File: src/rtl/hazard_stall_unit.sv
// ---------------------------------------------------------------------------
// hazard_stall_unit
// Decode-stage hazard controller for a 5-stage MIPS pipeline. It detects the
// hazards that EX-stage bypassing cannot cover and holds the front of the
// pipeline until they clear:
//   - load-use RAW against a load sitting in EX,
//   - RAW/WAW against the single in-flight multi-cycle mul/div op,
//   - the structural busy of the mul/div unit.
// It also sequences that mul/div op and pulses md_done in its final cycle.
//
// Ports
//   clk, rst_n          clock (rising edge), synchronous active-low reset
//   IF_ID_*             register fields / attributes of the decode instruction
//   ID_EX_MemRead/rt    load in EX and its destination
//   ID_EX_md_start/rd   mul/div issued into EX this cycle and its destination
//   branch_taken        younger instructions are being discarded
//   PCWrite/IF_ID_Write front-end enables (low while stalling)
//   IF_ID_flush         clear IF/ID to a nop
//   ID_EX_bubble        insert a nop into ID/EX
//   md_busy/md_done     mul/div unit occupied / result valid this cycle
//   md_wb_rd            destination of the mul/div op being tracked
//   md_overrun          sticky protocol-error flag (start while busy)
//   stall_cycles        saturating count of stalled cycles
// ---------------------------------------------------------------------------
module hazard_stall_unit #(
  parameter int MD_LATENCY = 4,
  parameter int CNT_W      = 16
) (
  input  logic             clk,
  input  logic             rst_n,
  input  logic [4:0]       IF_ID_rs,
  input  logic [4:0]       IF_ID_rt,
  input  logic             IF_ID_uses_rt,
  input  logic [4:0]       IF_ID_rd,
  input  logic             IF_ID_RegWrite,
  input  logic             IF_ID_is_md,
  input  logic             ID_EX_MemRead,
  input  logic [4:0]       ID_EX_rt,
  input  logic             ID_EX_md_start,
  input  logic [4:0]       ID_EX_md_rd,
  input  logic             branch_taken,
  output logic             PCWrite,
  output logic             IF_ID_Write,
  output logic             IF_ID_flush,
  output logic             ID_EX_bubble,
  output logic             md_busy,
  output logic             md_done,
  output logic [4:0]       md_wb_rd,
  output logic             md_overrun,
  output logic [CNT_W-1:0] stall_cycles
);

  typedef enum logic {
    ST_IDLE = 1'b0,
    ST_BUSY = 1'b1
  } md_state_t;

  // Counter value loaded at issue; the op finishes when it reaches zero.
  localparam logic [7:0] LAT_M1  = 8'(MD_LATENCY - 1);
  // With a one-cycle latency the very first BUSY cycle is already the done cycle.
  localparam logic       LAT_ONE = (MD_LATENCY == 1) ? 1'b1 : 1'b0;

  md_state_t        r_state;
  logic [7:0]       r_cnt;
  logic             r_md_busy;
  logic             r_md_done;
  logic [4:0]       r_md_wb_rd;
  logic             r_md_overrun;
  logic [CNT_W-1:0] r_stall_cycles;

  logic w_load_use;
  logic w_md_dep;
  logic w_md_haz;
  logic w_stall;

  // Hazard detection. $0 never carries a real dependency, so it is excluded.
  assign w_load_use = ID_EX_MemRead & (ID_EX_rt != 5'd0) &
                      ((ID_EX_rt == IF_ID_rs) | (IF_ID_uses_rt & (ID_EX_rt == IF_ID_rt)));

  assign w_md_dep   = (r_md_wb_rd != 5'd0) &
                      ((r_md_wb_rd == IF_ID_rs) |
                       (IF_ID_uses_rt  & (r_md_wb_rd == IF_ID_rt)) |
                       (IF_ID_RegWrite & (r_md_wb_rd == IF_ID_rd)));

  // In the done cycle the result is written/forwarded, so nothing needs to wait.
  assign w_md_haz   = r_md_busy & ~r_md_done & (IF_ID_is_md | w_md_dep);

  // A taken branch discards the decode instruction, so its hazard is moot.
  assign w_stall    = (w_load_use | w_md_haz) & ~branch_taken;

  // Pipeline control outputs, forced to a safe hold-and-bubble state during reset.
  always_comb begin
    PCWrite      = 1'b0;
    IF_ID_Write  = 1'b0;
    ID_EX_bubble = 1'b1;
    IF_ID_flush  = 1'b0;
    if (!rst_n) begin
      PCWrite      = 1'b0;
      IF_ID_Write  = 1'b0;
      ID_EX_bubble = 1'b1;
      IF_ID_flush  = 1'b0;
    end else begin
      PCWrite      = ~w_stall;
      IF_ID_Write  = ~w_stall;
      ID_EX_bubble = w_stall | branch_taken;
      IF_ID_flush  = branch_taken;
    end
  end

  // Mul/div tracking FSM, overrun flag and saturating stall counter.
  always_ff @(posedge clk) begin
    if (!rst_n) begin
      r_state        <= ST_IDLE;
      r_cnt          <= 8'd0;
      r_md_busy      <= 1'b0;
      r_md_done      <= 1'b0;
      r_md_wb_rd     <= 5'd0;
      r_md_overrun   <= 1'b0;
      r_stall_cycles <= {CNT_W{1'b0}};
    end else begin
      if (w_stall && (r_stall_cycles != {CNT_W{1'b1}})) begin
        r_stall_cycles <= r_stall_cycles + CNT_W'(1);
      end

      case (r_state)
        ST_IDLE: begin
          if (ID_EX_md_start) begin
            r_state    <= ST_BUSY;
            r_cnt      <= LAT_M1;
            r_md_busy  <= 1'b1;
            r_md_done  <= LAT_ONE;
            r_md_wb_rd <= ID_EX_md_rd;
          end else begin
            r_md_busy <= 1'b0;
            r_md_done <= 1'b0;
          end
        end
        ST_BUSY: begin
          if (r_cnt != 8'd0) begin
            r_cnt     <= r_cnt - 8'd1;
            // Done is registered so it lines up with the cycle where cnt reads zero.
            r_md_done <= (r_cnt == 8'd1);
            if (ID_EX_md_start) begin
              r_md_overrun <= 1'b1;
            end
          end else if (ID_EX_md_start) begin
            // Back-to-back issue in the done cycle: reload without going idle.
            r_state    <= ST_BUSY;
            r_cnt      <= LAT_M1;
            r_md_busy  <= 1'b1;
            r_md_done  <= LAT_ONE;
            r_md_wb_rd <= ID_EX_md_rd;
          end else begin
            r_state   <= ST_IDLE;
            r_md_busy <= 1'b0;
            r_md_done <= 1'b0;
          end
        end
        default: begin
          r_state   <= ST_IDLE;
          r_cnt     <= 8'd0;
          r_md_busy <= 1'b0;
          r_md_done <= 1'b0;
        end
      endcase
    end
  end

  assign md_busy      = r_md_busy;
  assign md_done      = r_md_done;
  assign md_wb_rd     = r_md_wb_rd;
  assign md_overrun   = r_md_overrun;
  assign stall_cycles = r_stall_cycles;

endmodule

File: config.mk
export PLATFORM = sky130hd
export DESIGN_NAME = hazard_stall_unit
export DESIGN_NICKNAME = d
export VERILOG_FILES = /design/src/rtl/hazard_stall_unit.sv
export SDC_FILE = /design/constraint.sdc
export NUM_CORES = 1
export LEC_CHECK = 0
export BUFFER_PORTS_ARGS = -buffer_cell sky130_fd_sc_hd__clkbuf_2
export CELL_PAD_IN_SITES_DETAIL_PLACEMENT = 0
export CELL_PAD_IN_SITES_GLOBAL_PLACEMENT = 1
export CORE_MARGIN = 1.5
export CORE_UTILIZATION = 41
export CTS_BUF_LIST = sky130_fd_sc_hd__clkbuf_8
export DETAILED_ROUTE_END_ITERATION = 7
export PLACE_DENSITY = 0.86
export RECOVER_POWER = 25
export SLEW_MARGIN = 25
export SYNTH_ARGS = -nofsm -noshare
export SYNTH_HDL_FRONTEND = slang
export SYNTH_SLANG_ARGS = --single-unit
File: constraint.sdc
create_clock -name clk -period 5.4 [get_ports clk]
set_clock_uncertainty 0.05 [all_clocks]
set_input_delay 1.08 -clock clk [delete_from_list [all_inputs] [get_ports clk]]
set_output_delay 1.08 -clock clk [all_outputs]
set_load 0.05 [all_outputs]
==> results of run 1 <==
-- cells by family (layout without fill, tap and decap cells) --
kind of cell	after synthesis	in the layout	share of synthesized area, %
AO/OA/AOI/OAI	22	22	8.17
XOR/XNOR	33	33	15.1
adder cells (fa/ha/maj)	4	4	2.61
multiplexers	15	15	7.84
buffers and inverters	19	77	4.31
AND/OR/NAND/NOR	103	103	27.5
flip-flops	33	33	34.5
-- layout by cell type, fill, tap and decap left out, drive strengths merged, types with 3 or more instances in the layout --
cell type	n
and3	8
xnor2	28
inv	9
a21oi	7
nand4	9
nor3	4
nand2b	11
mux2i	15
nand3	9
or4	3
ha	4
nand2	26
nor2	22
clkbuf	66
xor2	5
dfxtp	33
nor4	4
-- final timing paths --
path	from	end	slack [ns]	cells past startpoint
max	rst_n	PCWrite	1.22	4
min	r_state	md_done	0.39	2
min reg2reg	r_state	md_done	0.39	2
max reg2reg	md_wb_rd[3]	stall_cycles[9]	2.98	7
-- final cells by class --
type | count | area share (%)
multi-input combinational | 177 | 50.2
clock inverter | 2 | 1.61
timing repair buffer | 60 | 12.2
sequential | 33 | 28.3
clock buffer | 6 | 3.53
inverter | 9 | 1.45
tap | 52 | 2.78
-- synth_stat cells (2+ instances only) --
master and n:
or4_1 3, and4_1 2, mux2i_1 15, dfxtp_1 33, nand2b_1 11, nor2_1 21, a21boi_0 2, nand2_1 26
o31ai_1 2, xnor2_1 28, xor2_1 5, nor4_1 4, nand3_1 9, ha_1 4, and2_1 2, clkbuf_1 8
and3_1 7, inv_1 9, a211oi_1 2, nor3_1 4, a21oi_1 6, nand4_1 9, o21ai_0 2
-- power groups by stage --
stage,Clock [uW],Combinational [uW],Sequential (uW)
5_1_grt,265,133,266
4_1_cts,252,122,264
3_3_place_gp,0,121,270
6_report,246,121,264
3_5_place_dp,0,121,270
2_1_floorplan,0,74.3,284
-- tightest hold or removal path, stage by stage (launching register included) --
cell     delay, ns
dfxtp_1       0.30
inv_1         0.06
nor4_1        0.05
-- flip-flops by register name, summed over array words and instances, names as in the netlist --
signal	flops
r_cnt	8
stall_cycles	16
md_wb_rd	5
r_state	1
md_done	1
md_busy	1
md_overrun	1
-- metrics by stage --
step	worst slack, ns	power, uW	hold slack, ns	cell area (um2)	utilization, %
detailed placement	1.64	391	0.389	2230	50.6
global route	0.922	664	0.398	2340	52.9
floorplan	1.30	358	0.370	1920	-
CTS	1.60	638	0.391	2350	53.3
finish	1.22	631	0.386	2340	52.9
global placement	1.67	391	0.389	2230	50.6
-- per-layer routing --
| metal | part of all wire, % | up-vias | GRT usage, % | wire, um |
|---|---|---|---|---|
| met4 | 1.5 | 0 | 6.50 | 63 |
| met3 | 5.0 | 7 | 4.22 | 208 |
| met5 | 0 | - | 0 | 0 |
| met2 | 47 | 40 | 28.0 | 1960 |
| li1 | - | 902 | - | - |
| met1 | 47 | 786 | 22.6 | 1960 |
==> results.json, run 1 <==
{
  "cp.required_ns": 4.27,
  "worstMarginPinSlew_ns": 1.09,
  "cts_setup_buffers": 0,
  "cp_top_family": "buffers and inverters",
  "slowest_stage": "clkbuf_1",
  "grt_usage_pct": 17.4,
  "synth.net_count": 266,
  "clockBufferDepth": 2,
  "synth_ff_type": "dfxtp_1",
  "dp_hpwl_um": 3190,
  "p_int_uw": 450,
  "switching_power_uw": 181,
  "io_pins": 61,
  "drive_gt1_share_pct": 21.6,
  "maxCapViolations": 0,
  "layout_min_cycle_time_ns": 4.18,
  "synth_top_cell_area_share_pct": 34.5,
  "fin_cells": 339,
  "final_nets": 323,
  "fmax_mhz": 239,
  "wirelength_um": 4190,
  "status": "complete, no violations",
  "fp.dieW_um": 71.4,
  "grt_pass1_vias": 1567,
  "clk_pin_slew_ns": 0.07,
  "worstSetupPathType": "input port to output port",
  "io_buffers": 60,
  "period_share_pct": 77.4,
  "drt-initial-drc-count": 82,
  "critPathBufInv": 3,
  "seq_area_frac_synth_pct": 34.5,
  "slowest_delay_ns": 0.78,
  "path_max_fanout": 27,
  "overflow": 0,
  "finalSetupTns_ns": 0,
  "drv_slew": 0,
  "diodes": 0,
  "crit_chain": "clkbuf_1, inv_1, nor2_1, clkbuf_2",
  "cts-buffers-inserted": 5,
  "vias": 1735,
  "cts-root-buf": "clkbuf_8",
  "final-setup-viol-count": 0,
  "async_reset_ff_share_pct": 0,
  "area_growth_pct": 22.0,
  "htreeDepth": 2,
  "tritoncts": "yes",
  "synth_area_um2": 1920,
  "clk_latency_ns": 0.29,
  "dp_cells": 331,
  "ys_warn_count": 0,
  "gp_congestion": 0.885,
  "multi_input_area_um2": 1170,
  "syn_inst": 229,
  "seqCellArea_um2": 661,
  "rows": 24,
  "crit_path_start_kind": "input port",
  "synth_area_leaders": "dfxtp_1 34%, xnor2_1 13%, mux2i_1 7.8%",
  "seqPwrFrac_pct": 41.9,
  "first_pass_iters": 4,
  "grt_pass1_wl_um": 7070,
  "cts_sinks": 33,
  "synth_area_leader_cell": "dfxtp_1",
  "fillers": 465,
  "ant_nets": 0,
  "finalHoldViolCount": 0,
  "antenna_found_initial": 0,
  "coreArea_um2": 4410,
  "synth.distinct_cells": 38,
  "p_leak_uw": 0.00102,
  "viasPerCell": 5.12,
  "initial_core_util_pct": 43.4,
  "grt_max_degree": 28,
  "synth_edf_count": 0,
  "wl_per_cell_um": 12.4,
  "relSlewSlack_pct": 27.3,
  "die_h_um": 71.4,
  "swShare_pct": 28.7,
  "die_area_um2": 5090,
  "endpoint_kind": "output port",
  "postSynthAreaPerCell_um2": 8.37,
  "ir_drop_mv": 0.164,
  "pwr-share-comb_pct": 19.1,
  "cts.hold.buffers_added": 0,
  "synth-seq-cells": 33,
  "cts_resized": 0,
  "rsz0062_at_grt": "no",
  "clock_power_share_pct": 39.0,
  "route.detailed.drc": 0,
  "cp.arrival_ns": 3.05,
  "power.density_nw_per_um2": 270,
  "min_path_type": "flop to flop"
}
Note: power is estimated with default switching activity, not from simulation.
==> run 2, diff against run 1 <==
--- a/config.mk
+++ b/config.mk
@@ -9,10 +9,10 @@
 export CELL_PAD_IN_SITES_DETAIL_PLACEMENT = 0
 export CELL_PAD_IN_SITES_GLOBAL_PLACEMENT = 1
 export CORE_MARGIN = 1.5
-export CORE_UTILIZATION = 41
+export CORE_UTILIZATION = 38
 export CTS_BUF_LIST = sky130_fd_sc_hd__clkbuf_8
 export DETAILED_ROUTE_END_ITERATION = 7
-export PLACE_DENSITY = 0.86
+export PLACE_DENSITY = 0.81
 export RECOVER_POWER = 25
 export SLEW_MARGIN = 25
 export SYNTH_ARGS = -nofsm -noshare
==> constraint.sdc (replaced) <==
create_clock -name clk -period 4.1 [get_ports clk]
set_clock_uncertainty 0.05 [all_clocks]
set_input_delay 0.82 -clock clk [delete_from_list [all_inputs] [get_ports clk]]
set_output_delay 0.82 -clock clk [all_outputs]
set_load 0.05 [all_outputs]
==> results.json, run 2 (synthesis gave the netlist of run 1 again) <==
{
  "worstMarginPinSlew_ns": 1.09,
  "reg2reg_depth": 7,
  "vias": 1729,
  "finalHoldViolCount": 0,
  "cts_sinks": 33,
  "drv_slew": 0,
  "mostFrequentLayoutCell": "clkbuf_2",
  "initial_core_util_pct": 40.0,
  "path_depth": 7,
  "ir_drop_mv": 0.265,
  "endpoint_kind": "output port",
  "drt-initial-drc-count": 69,
  "diodes": 0,
  "p_leak_uw": 0.00103,
  "wl_per_cell_um": 12.2,
  "critPathBufInv": 1,
  "layout_common_cells": "48 x clkbuf_2, 33 x dfxtp_1, 28 x xnor2_1, 26 x nand2_1, 21 x nor2_1",
  "rows": 25,
  "clk_pin_slew_ns": 0.07,
  "coreArea_um2": 4790,
  "crit_path_start_kind": "flop",
  "grt_pass1_vias": 1640,
  "route.detailed.drc": 0,
  "status": "complete, no violations",
  "holdWs_ns": 0.397,
  "cts_setup_buffers": 0,
  "viasPerCell": 4.87,
  "final_nets": 324,
  "slowest_delay_ns": 0.55,
  "fp.dieW_um": 74,
  "die_area_um2": 5480,
  "clk_latency_ns": 0.28,
  "finalSetupTns_ns": 0,
  "io_pins": 61,
  "grt_pass1_wl_um": 7290,
  "tritoncts": "yes",
  "path_max_fanout": 6,
  "antenna_found_initial": 0,
  "final-setup-viol-count": 0,
  "gp_congestion": 0.805,
  "maxCapViolations": 0,
  "io_buffers": 60,
  "ant_nets": 0,
  "crit_chain": "or4_1, nor2_2, nor4_1, o311ai_2, a21oi_1, nor2_1, clkbuf_2",
  "overflow": 0,
  "area_growth_pct": 23.0,
  "first_pass_iters": 4,
  "wirelength_um": 4340,
  "grt_max_degree": 27,
  "rsz0062_at_grt": "no",
  "period_share_pct": 82.0,
  "cts.hold.buffers_added": 0,
  "slowest_stage": "or4_1",
  "clockBufferDepth": 2,
  "fmax_mhz": 298,
  "grt_usage_pct": 17.0,
  "r2r_setup_slack_ns": 1.68,
  "cts-buffers-inserted": 5,
  "die_h_um": 74,
  "dp_hpwl_um": 3330,
  "layout_min_cycle_time_ns": 3.36,
  "cp.required_ns": 3.23,
  "holdPathStages": 2,
  "relSlewSlack_pct": 27.2,
  "cts_resized": 0,
  "min_path_type": "flop to flop",
  "cp.arrival_ns": 2.49,
  "htreeDepth": 2,
  "largest_reg_flops": 16,
  "worstSetupPathType": "flop to output port",
  "cp_top_family": "simple AND/OR/NAND/NOR gates",
  "power.density_nw_per_um2": 350,
  "drive_gt1_share_pct": 21.2,
  "cts-root-buf": "clkbuf_8"
}
## run 2: path summary, 6_finish.rpt
check | startpoint | endpoint
hold reg to reg | r_state | md_done
setup reg to reg | md_wb_rd[3] | stall_cycles[9]
setup / recovery | md_wb_rd[4] | PCWrite
hold / removal | r_state | md_done
## run 2: layout make-up
class / count / area (um2)
clock buffers: 6 / 82.6
fillers: 511 / 2430
clock inverters: 2 / 33.8
inverters: 9 / 33.8
well taps: 67 / 83.8
repair buffers: 61 / 289
flip-flops and latches: 33 / 661
multi-input cells: 177 / 1170
## run 2: per-stage QoR
stage	worst slack [ns]	instance area, um2	std cells	total power [uW]	utilization [%]
after global placement	0.889	2260	347	515	47.2
final	0.739	2360	355	824	49.2
after detailed placement	0.817	2260	347	516	47.2
after global routing	0.581	2360	355	864	49.2
after floorplan	0.412	1920	229	472	-
after CTS	0.719	2370	355	833	49.6
## run 2: worst reg2reg max path, delay by kind of cell (launching register included)
family / cells / cell delay (ns)
AND/OR/NAND/NOR: 3 / 0.80
AO/OA/AOI/OAI: 2 / 0.70
flip-flops: 1 / 0.47
multiplexers: 1 / 0.17
XOR/XNOR: 1 / 0.16
## run 2: routing by layer
layer	wire [um]	GRT usage, %	share of wire (%)	vias up
met3	230	5.15	5.3	3
met1	2060	22.3	47	779
li1	-	-	-	901
met4	29	4.32	0.67	0
met5	0	0	0	-
met2	2020	27.2	47	46
## run 2: report_power, final
group / switching [uW] / internal (uW) / total (uW)
registers: 15.2 / 333 / 348
clock network: 120 / 196 / 316
logic: 97.7 / 61.6 / 159
==> run 3, diff against run 2 <==
--- a/config.mk
+++ b/config.mk
@@ -9,10 +9,10 @@
 export CELL_PAD_IN_SITES_DETAIL_PLACEMENT = 0
 export CELL_PAD_IN_SITES_GLOBAL_PLACEMENT = 1
 export CORE_MARGIN = 1.5
-export CORE_UTILIZATION = 38
+export CORE_UTILIZATION = 34
 export CTS_BUF_LIST = sky130_fd_sc_hd__clkbuf_8
 export DETAILED_ROUTE_END_ITERATION = 7
-export PLACE_DENSITY = 0.81
+export PLACE_DENSITY = 0.76
 export RECOVER_POWER = 25
 export SLEW_MARGIN = 25
 export SYNTH_ARGS = -nofsm -noshare
==> constraint.sdc (replaced) <==
create_clock -name clk -period 2.8 [get_ports clk]
set_clock_uncertainty 0.05 [all_clocks]
set_input_delay 0.56 -clock clk [delete_from_list [all_inputs] [get_ports clk]]
set_output_delay 0.56 -clock clk [all_outputs]
set_load 0.05 [all_outputs]
==> results.json, run 3 (synthesis gave the netlist of run 1 again) <==
{
  "status": "complete, but fails checks",
  "violations": "negative setup slack",
  "worstMarginPinSlew_ns": 0.626,
  "final_nets": 334,
  "overflow": 0,
  "final_core_util_pct": 45.8,
  "slowest_delay_ns": 0.54,
  "grt_pass1_vias": 1680,
  "fmax_mhz": 354,
  "layout_min_cycle_time_ns": 2.83,
  "fp.dieW_um": 78.1,
  "r2r_setup_slack_ns": 0.26,
  "cts-buffers-inserted": 5,
  "route.detailed.drc": 0,
  "route.met3.wl_um": 162,
  "layout_common_cells": "44 x clkbuf_2, 29 x dfxtp_1, 28 x xnor2_1, 26 x nand2_1, 20 x nor2_1",
  "io_buffers": 60,
  "gp_congestion": 0.776,
  "antenna_found_initial": 0,
  "drt-initial-drc-count": 99,
  "vias": 1786,
  "grt_pass1_wl_um": 7730,
  "maxCapViolations": 0,
  "stdcell_area_um2": 2510,
  "tritoncts": "yes",
  "cts-root-buf": "clkbuf_8",
  "ir_drop_mv": 0.275,
  "worstSetupPathType": "flop to output port",
  "highest_layer": "met4",
  "endpoint_kind": "output port",
  "cp.required_ns": 2.19,
  "dr_wl_met2_um": 2210,
  "min_path_type": "flop to flop",
  "mostFrequentLayoutCell": "clkbuf_2",
  "cts_sinks": 33,
  "p_leak_uw": 0.00109,
  "initial_core_util_pct": 35.0,
  "diodes": 0,
  "crit_path_start_kind": "flop",
  "rsz0062_at_grt": "yes",
  "clk_pin_slew_ns": 0.07,
  "drive_gt1_share_pct": 26.5,
  "grt_max_degree": 26,
  "critPathBufInv": 2,
  "path_max_fanout": 3,
  "clk_latency_ns": 0.28,
  "viasPerCell": 4.83,
  "cts.hold.buffers_added": 0,
  "htreeDepth": 2,
  "setup_ws_ns": -0.0265,
  "largest_reg_flops": 16,
  "finalHoldViolCount": 0,
  "cp.arrival_ns": 2.22,
  "rows": 27,
  "period_share_pct": 101,
  "dp_hpwl_um": 3630,
  "final-setup-viol-count": 1,
  "io_pins": 61,
  "place_ws_ns": 0.122,
  "wl_per_cell_um": 12.6,
  "ant_nets": 0,
  "coreArea_um2": 5470,
  "relSlewSlack_pct": 58.5,
  "slowest_stage": "or4_4",
  "first_pass_iters": 4,
  "area_growth_pct": 31.0,
  "drv_slew": 0,
  "clockBufferDepth": 2,
  "die_h_um": 78.1,
  "crit_chain": "or4_4, nor2_4, nor4_4, o311ai_4, buf_4, nand4_1, buf_8",
  "cp_top_family": "simple AND/OR/NAND/NOR gates",
  "grt_usage_pct": 15.9,
  "die_area_um2": 6090,
  "wirelength_um": 4670,
  "placed_cell_area_um2": 2330,
  "power.density_nw_per_um2": 456,
  "m1WireLength_um": 2260
}
==> run 3: timing repair <==
action                                  in CTS  in global routing
endpoints found under the setup margin       3                  3
buffers inserted                             3                  1
pin swaps                                    2                  5
gates resized for setup                      8                  9
==> run 3: metal layers <==
layer | track usage (%) | up-vias
met5 | 0 | -
met4 | 4.82 | 0
met3 | 3.60 | 2
met2 | 25.7 | 35
met1 | 21.1 | 827
li1 | - | 922
==> run 3: layout make-up <==
class	count	area, um2
clock buffer	6	82.6
clock inverter	2	7.51
fill	579	2960
inverter	9	33.8
multi-input combinational	177	1230
sequential	33	671
tap	72	90.1
timing repair buffer	71	393
==> run 3: final timing paths <==
check              start         endpoint  cells after the start
max          md_wb_rd[1]     ID_EX_bubble                      7
max reg2reg  md_wb_rd[4]  stall_cycles[5]                     10
min              r_state          md_done                      2
min reg2reg      r_state          md_done                      2
==> run 3: through the flow <==
| step | hold WS [ns] | std cells | TNS [ns] | total power (uW) |
|---|---|---|---|---|
| floorplan | 0.370 | 229 | -0.0277 | 694 |
| global route | 0.434 | 370 | -0.205 | 1210 |
| CTS | 0.399 | 369 | -0.186 | 1150 |
| finish | 0.403 | 370 | -0.0265 | 1140 |
| detailed placement | 0.388 | 358 | 0 | 770 |
| global placement | 0.388 | 358 | 0 | 769 |
==> run 3: report_power, final <==
group          internal, uW  switching, uW  total, uW
combinational           116            164        280
sequential              488           16.5        505
clock                   193            167        360
total                   797            348       1140
==> run 3: worst min-delay path, cell delays in order (launching register included) <==
cell	delay, ns
dfxtp_1	0.30
inv_1	0.06
nor4_1	0.05
